### src/rtl/riscv_wb_arbiter.sv
// Round-robin arbiter for the register-file write port, plus a busy scoreboard
// that stalls issue on RAW/WAW hazards against outstanding destination registers.
module riscv_wb_arbiter #(
  parameter int NUM_REQ = 3,
  parameter int XLEN    = 32
) (
  input  logic                    clk,
  input  logic                    rst,
  input  logic [NUM_REQ-1:0]      req_valid,
  input  logic [5*NUM_REQ-1:0]    req_rd,
  input  logic [XLEN*NUM_REQ-1:0] req_data,
  output logic [NUM_REQ-1:0]      req_ready,
  input  logic                    issue_valid,
  input  logic                    issue_wb,
  input  logic [4:0]              issue_rs1,
  input  logic [4:0]              issue_rs2,
  input  logic [4:0]              issue_rd,
  output logic                    issue_stall,
  output logic                    reg_write_en,
  output logic [4:0]              rd,
  output logic [XLEN-1:0]         data_to_reg,
  output logic                    idle
);

  localparam int PTR_W = (NUM_REQ > 1) ? $clog2(NUM_REQ) : 1;
  localparam int CNT_W = PTR_W + 1;
  localparam logic [CNT_W-1:0] NUM_REQ_C = CNT_W'(NUM_REQ);

  logic [PTR_W-1:0]  ptr_q, ptr_d;
  logic [NUM_REQ-1:0] grant;
  logic              fire;
  logic [4:0]        sel_rd;
  logic [XLEN-1:0]   sel_data;
  logic              reg_write_en_q;
  logic [4:0]        rd_q;
  logic [XLEN-1:0]   data_q;
  logic [31:0]       busy_q, busy_d;
  logic              accept;

  // Walk the requesters starting at ptr; the first valid one wins and the
  // pointer moves just past it so it becomes lowest priority next time.
  always_comb begin : arbitrate
    logic [CNT_W-1:0] pos;
    logic             found;
    // NOTE: every variable gets a default before any conditional write so no latch is inferred.
    grant = '0;
    ptr_d = ptr_q;
    found = 1'b0;
    pos   = '0;
    for (int k = 0; k < NUM_REQ; k++) begin
      pos = {1'b0, ptr_q} + CNT_W'(k);
      if (pos >= NUM_REQ_C) pos = pos - NUM_REQ_C;
      if (!found && req_valid[pos[PTR_W-1:0]]) begin
        found                = 1'b1;
        grant[pos[PTR_W-1:0]] = 1'b1;
        pos                  = pos + 1'b1;
        if (pos >= NUM_REQ_C) pos = '0;
        ptr_d = pos[PTR_W-1:0];
      end
    end
  end

  assign req_ready = rst ? grant : '0;
  assign fire      = |req_ready;

  always_comb begin
    sel_rd   = '0;
    sel_data = '0;
    for (int i = 0; i < NUM_REQ; i++) begin
      if (grant[i]) begin
        sel_rd   = req_rd[5*i +: 5];
        sel_data = req_data[XLEN*i +: XLEN];
      end
    end
  end

  assign issue_stall = rst & issue_valid &
                       (busy_q[issue_rs1] | busy_q[issue_rs2] | (issue_wb & busy_q[issue_rd]));
  assign accept      = issue_valid & ~issue_stall;

  // Clear for the write now in the regfile first, then set, so a same-cycle set wins.
  always_comb begin
    busy_d = busy_q;
    if (reg_write_en_q) busy_d[rd_q] = 1'b0;
    if (accept && issue_wb && (issue_rd != 5'd0)) busy_d[issue_rd] = 1'b1;
    busy_d[0] = 1'b0;
  end

  always_ff @(posedge clk) begin
    // NOTE: sequential state uses non-blocking assignments so all flops update together.
    if (!rst) begin
      ptr_q          <= '0;
      reg_write_en_q <= 1'b0;
      rd_q           <= '0;
      data_q         <= '0;
      busy_q         <= '0;
    end else begin
      busy_q         <= busy_d;
      reg_write_en_q <= fire && (sel_rd != 5'd0);
      if (fire) begin
        ptr_q  <= ptr_d;
        rd_q   <= sel_rd;
        data_q <= sel_data;
      end
    end
  end

  assign reg_write_en = reg_write_en_q;
  assign rd           = rd_q;
  assign data_to_reg  = data_q;
  assign idle         = (busy_q == 32'd0) && !reg_write_en_q;

endmodule

### config.mk
export PLATFORM = sky130hd
export DESIGN_NAME = riscv_wb_arbiter
export DESIGN_NICKNAME = d
export VERILOG_FILES = /design/src/rtl/riscv_wb_arbiter.sv
export SDC_FILE = /design/constraint.sdc
export NUM_CORES = 1
export LEC_CHECK = 0
export ABC_AREA = 1
export CAP_MARGIN = 20
export CORE_MARGIN = 1.5
export CORE_UTILIZATION = 50
export CTS_BUF_LIST = sky130_fd_sc_hd__clkbuf_8
export CTS_CLUSTER_DIAMETER = 100
export CTS_CLUSTER_SIZE = 16
export DETAILED_ROUTE_END_ITERATION = 8
export GPL_ROUTABILITY_DRIVEN = 0
export PLACE_DENSITY_LB_ADDON = 0.1
export SLEW_MARGIN = 0
export SYNTH_ARGS = -nofsm -noshare
export SYNTH_HDL_FRONTEND = slang
export SYNTH_SLANG_ARGS = --single-unit
### constraint.sdc
create_clock -name clk -period 6.8 [get_ports clk]
set_input_delay 1.02 -clock clk [delete_from_list [all_inputs] [get_ports clk]]
set_output_delay 1.02 -clock clk [all_outputs]
set_load 0.005 [all_outputs]
Word-level counts from Yosys, hierarchy flattened
Index checks and enable logic that the tools add are counted.
{"block": "classes", "addsub": 8, "n_lt_le_gt_ge": 18, "muxes": 45, "bitwise": 12, "n_reduce_logical": 20}
{"cell": "32-bit 2-to-1 mux", "count": 5}
{"cell": "32-bit bitwise AND", "count": 1}
{"cell": "32-bit zero test", "count": 1}
{"cell": "32-bit NOT", "count": 1}
{"cell": "32-bit bitwise OR", "count": 1}
{"cell": "5-bit by 6-bit < comparator with 1-bit output, second input constant", "count": 4}
{"cell": "3-bit 2-to-1 mux", "count": 7}
{"cell": "1-bit binary-select mux with 5-bit select", "count": 3}
{"cell": "3-bit by 2-bit greater-or-equal comparator with 1-bit output, second input constant", "count": 5}
{"cell": "5-bit 2-to-1 mux", "count": 3}
{"cell": "1-bit 2-to-1 mux", "count": 13}
{"cell": "2-bit 2-to-1 mux", "count": 6}
{"cell": "1-bit logical AND", "count": 11}
{"cell": "1-bit demux with 5-bit select", "count": 2}
{"cell": "5-bit by 1-bit greater-or-equal comparator with 1-bit output, second input constant", "count": 2}
{"cell": "5-bit nonzero test", "count": 2}
{"cell": "3-bit by 1-bit adder with 3-bit output, second input constant", "count": 3}
{"cell": "2-bit by 3-bit < comparator with 1-bit output, second input constant", "count": 3}
{"cell": "1-bit binary-select mux with 2-bit select", "count": 3}
{"cell": "1-bit demux with 2-bit select", "count": 3}
{"cell": "2-bit by 1-bit greater-or-equal comparator with 1-bit output, second input constant", "count": 3}
{"cell": "3-bit bitwise OR", "count": 2}
{"cell": "3-bit by 2-bit subtractor with 3-bit output, second input constant", "count": 2}
{"cell": "1-bit bitwise AND", "count": 4}
{"cell": "10 further kinds", "count": 13}
{"block": "totals", "regBits": 72, "output_inout_bits": 43, "elab_cells": 109}

Depth between registers and ports, before layout
{"block": "depth", "ltp_word": 16, "depth_mapped": 18}

Worst setup path after synthesis
No wires, ideal clock.
{"block": "synth_path", "path_type": "input to output", "start": "input port issue_rs1[0]", "end": "output port issue_stall", "arrival_time_ns": 2.334, "path_slack_ns": 3.446, "cell_stages": 12, "cell_sequence": "clkbuf_1 clkbuf_1 nand2_1 o211ai_1 nand3_1 nand3_1 nand3_1 nand2_1 nand3_1 nand2_1 buf_2 inv_1"}
{"block": "synth_between", "elab_chain_cells": 5}
{"item": "start, declared", "line_no": "15", "source": "input logic [4:0] issue_rs1,"}
{"item": "1-bit binary-select mux with 5-bit select", "line_no": "78", "source": "(busy_q[issue_rs1] | busy_q[issue_rs2] | (issue_wb & busy_q[issue_rd]));"}
{"item": "1-bit 2-to-1 mux (not written as such)", "line_no": "78"}
{"item": "1-bit bitwise OR (2 in a row)", "line_no": "78"}
{"item": "1-bit bitwise AND", "line_no": "77", "source": "assign issue_stall = rst & issue_valid &"}
{"item": "end, declared", "line_no": "18", "source": "output logic issue_stall,"}
No other way between the ends. The select of a mux whose other input is x is not followed.

Final worst setup path
Ends and elaborated chain as after synthesis.

==> run_results.csv <==
group,metric,value,unit
setup_path,max_stage_delay,960,ps
drt,ant_nets,0,
timing,fin_crit_sh,71.5,%
timing,post-route-min-period,4860,ps
timing,layout_setup_ws,1940,ps
setup_path,cp.depth,12,
grt,overflow,0,
clocking,h-tree-depth,3,
floorplan,core_area,9200,um^2
cells_and_area,area_growth,41.2,%
min_path,holdPathStages,2,
timing,relSlewSlack,32.5,%
synthesis,synthFlopType,"dfxtp_1",
synthesis,yosys.area.top_type,"dfxtp_1",
synthesis,ys_seq_area_share,30.2,%
setup_path,path_class,"in -> out",
synthesis,synth_top_area_share,30.2,%
placement,pre_cts_slack,2010,ps
clocking,cts.sink_count,71,
clocking,insertion_delay,350,ps
timing,finalSetupTns,0,ps
timing,worst_pin_slew,1010,ps
grt,grt_pass1_wl,27.2,mm
setup_path,cp_slowest_cell,"clkdlybuf4s50_1",
timing,hold_viol,0,
floorplan,die_width,100,um
setup_path,crit_path_max_fanout,32,
setup_path,path_common_cell,"nand3_1",
placement,io_buffers,175,
grt,busiest_layer,"met2",
drt,via_count,5970,
drt,drc,0,
synthesis,synth_nets,885,
timing,max_freq,206,MHz
synthesis,postSynth.asyncResetShare,0,%
placement,dp.cells,998,
synthesis,ys_warn_count,0,
synthesis,synthCells,748,
setup_path,reg2reg_to,"data_to_reg[25]$_SDFFE_PN0P_",
drt,drt_wl_total,16.9,mm
floorplan,die_area,10000,um^2
timing,fin_skew,10.4,ps
setup_path,reg2reg_from,"ptr_q[0]$_SDFFE_PN0P_",
timing,finalSetupViolations,0,
clocking,cts_resized,0,
drt,viasPerCell,5.88,
drt,drtIter0Drc,550,
grt,antenna_found_initial,0,
clocking,cts_tree,"yes",
drt,wl_per_cell,16.6,um
floorplan,row_count,35,
synthesis,avgSynthCellArea,6.29,um^2
setup_path,rrSetupSlack,3200,ps
grt,grt_max_degree,70,
cells_and_area,finish.utilization,72.3,%
power_and_ir_drop,p_total,2.28,mW
synthesis,synth_area_leaders,"dfxtp_1 (30%), nand2_1 (16%), nand3_1 (8.8%)",
grt,track_usage,34.2,%
drt,drt_first_pass_iters,5,
synthesis,netlist-cell-type-count,32,
clocking,hold_buffers,0,
timing,grt_setup_unrepaired,"no",
min_path,worstHoldPathType,"reg -> reg",
synthesis,syn_area,4710,um^2
cells_and_area,layout.cells.non_filler,1015,
placement,dpl_cell_area,6430,um^2
setup_path,path_buf_inv,5,
floorplan,num_io_pins,176,
floorplan,initial_core_util,51.2,%
grt,use_met3,9.47,%
clocking,root_buffer,"clkbuf_8",
setup_path,cp-end-kind,"primary output",
cells_and_area,design_area,6650,um^2
power_and_ir_drop,p_leak,2.73,nW
run_status,status,"complete, no violations",
min_path,hp-start,"data_to_reg[10]$_SDFFE_PN0P_",
power_and_ir_drop,powerDensity,343,nW/um^2
cells_and_area,largest_reg_flops,32,
clocking,clk_path_buf_depth,2,
grt,first_global_vias,5603,
power_and_ir_drop,peakVddDrop,0.000246,V
setup_path,path_cells,"clkdlybuf4s50_1 > inv_1 > o211ai_1 > nand3_1 > nand3_1 > nand3_1 > nand2_1 > nand3_1 > nand2_1 > buf_4 > inv_1 > clkdlybuf4s50_1",
grt,met1_usage,40.6,%
placement,post-dp-hpwl,12.5,mm
cells_and_area,insertedDiodeCount,0,
clocking,clk_pin_slew_worst_paths,80,ps
cells_and_area,drive_gt1_share,4.09,%
job,drv_cap,0,
synthesis,yosys_register_bits,71,
setup_path,crit_family,"buffers and inverters",
synthesis,synth_edf_count,0,
setup_path,r2r.worst_path.cells,17,
cells_and_area,nNetsFinal,1036,
clocking,cts_buffers,9,
timing,slew_viol_final,0,
setup_path,arrival,3840,ps
setup_path,cp-start-kind,"input port",
clocking,cts_setup_buffers,0,
setup_path,required,5780,ps
timing,holdWs,451,ps
floorplan,die_h,100,um
min_path,hold_path_end,"data_to_reg[10]$_SDFFE_PN0P_",
grt,use_met2,57.3,%
-- Yosys cell counts, types with 5 or more instances --
library cell,number
a21oi_1,59
a22oi_1,32
buf_2,14
clkbuf_1,17
dfxtp_1,71
inv_1,62
nand2_1,198
nand3_1,83
nand4_1,5
nor2_1,51
nor3_1,12
nor4_1,5
o211ai_1,46
o21ai_0,51
o22ai_1,5
-- final cells by class --
type | count | area (um^2)
clock buffer | 9 | 124
clock inverter | 7 | 66.3
fill | 787 | 2550
inverter | 69 | 260
multi-input combinational | 570 | 2840
sequential | 71 | 1420
tap | 111 | 139
timing repair buffer | 178 | 1790
-- where the power goes --
| group | leakage (nW) | internal (mW) | total, mW | switching (mW) |
|---|---|---|---|---|
| Sequential | 0.582 | 0.515 | 0.575 | 0.0601 |
| Combinational | 2.05 | 0.570 | 1.37 | 0.804 |
| Clock | 0.0978 | 0.167 | 0.330 | 0.164 |
| Total | 2.73 | 1.25 | 2.28 | 1.03 |
-- per-layer routing --
| metal | part of all wire (%) | wire length [um] |
|---|---|---|
| met1 | 37 | 6260 |
| met2 | 48 | 8120 |
| met3 | 11 | 1810 |
| met4 | 4.2 | 704 |
| met5 | 0 | 0 |
-- kinds of logic (layout without fill, tap and decap cells) --
| group | count (synthesis) | after routing | share of synthesized area [%] |
|---|---|---|---|
| AOI/OAI and AO/OA | 197 | 197 | 25.4 |
| adders and majority gates | 4 | 4 | 1.06 |
| buffers and inverters | 107 | 263 | 9.41 |
| DFF | 71 | 71 | 30.2 |
| and+or+nand+nor | 369 | 369 | 33.9 |
-- how the worst max path moves through the flow --
stage / startpoint / slack (ps) / to
floorplan: issue_rs1[0] / 3450 / issue_stall
global placement: issue_rs1[0] / 2150 / issue_stall
detailed placement: issue_rs1[0] / 2010 / issue_stall
CTS: issue_rs1[0] / 1990 / issue_stall
global route: issue_rs1[0] / 1700 / issue_stall
finish: issue_rs1[0] / 1940 / issue_stall
-- placed cells by master (no fill, tap or decap), types with 9 or more instances in the layout --
cell type	n
a21oi_1	59
a22oi_1	32
clkbuf_8	9
clkdlybuf4s50_1	175
dfxtp_1	71
inv_1	64
nand2_1	198
nand3_1	83
nor2_1	51
nor3_1	12
o211ai_1	46
o21ai_0	51
-- worst reg2reg max path, cell delays in order, from the launching register on --
cell and delay, ps:
dfxtp_1 380, inv_1 80, ha_1 390, inv_2 150, nand2_1 70, nand3_1 80
nand2_1 90, nand2_1 60, nand2_1 60, nand2_1 70, o21ai_2 110, inv_2 750
nor2_2 120, nor3_4 390, nand2_2 180, clkinv_2 360, nand2_1 120, nand2_1 90
Power figures use the tool's default switching activity.
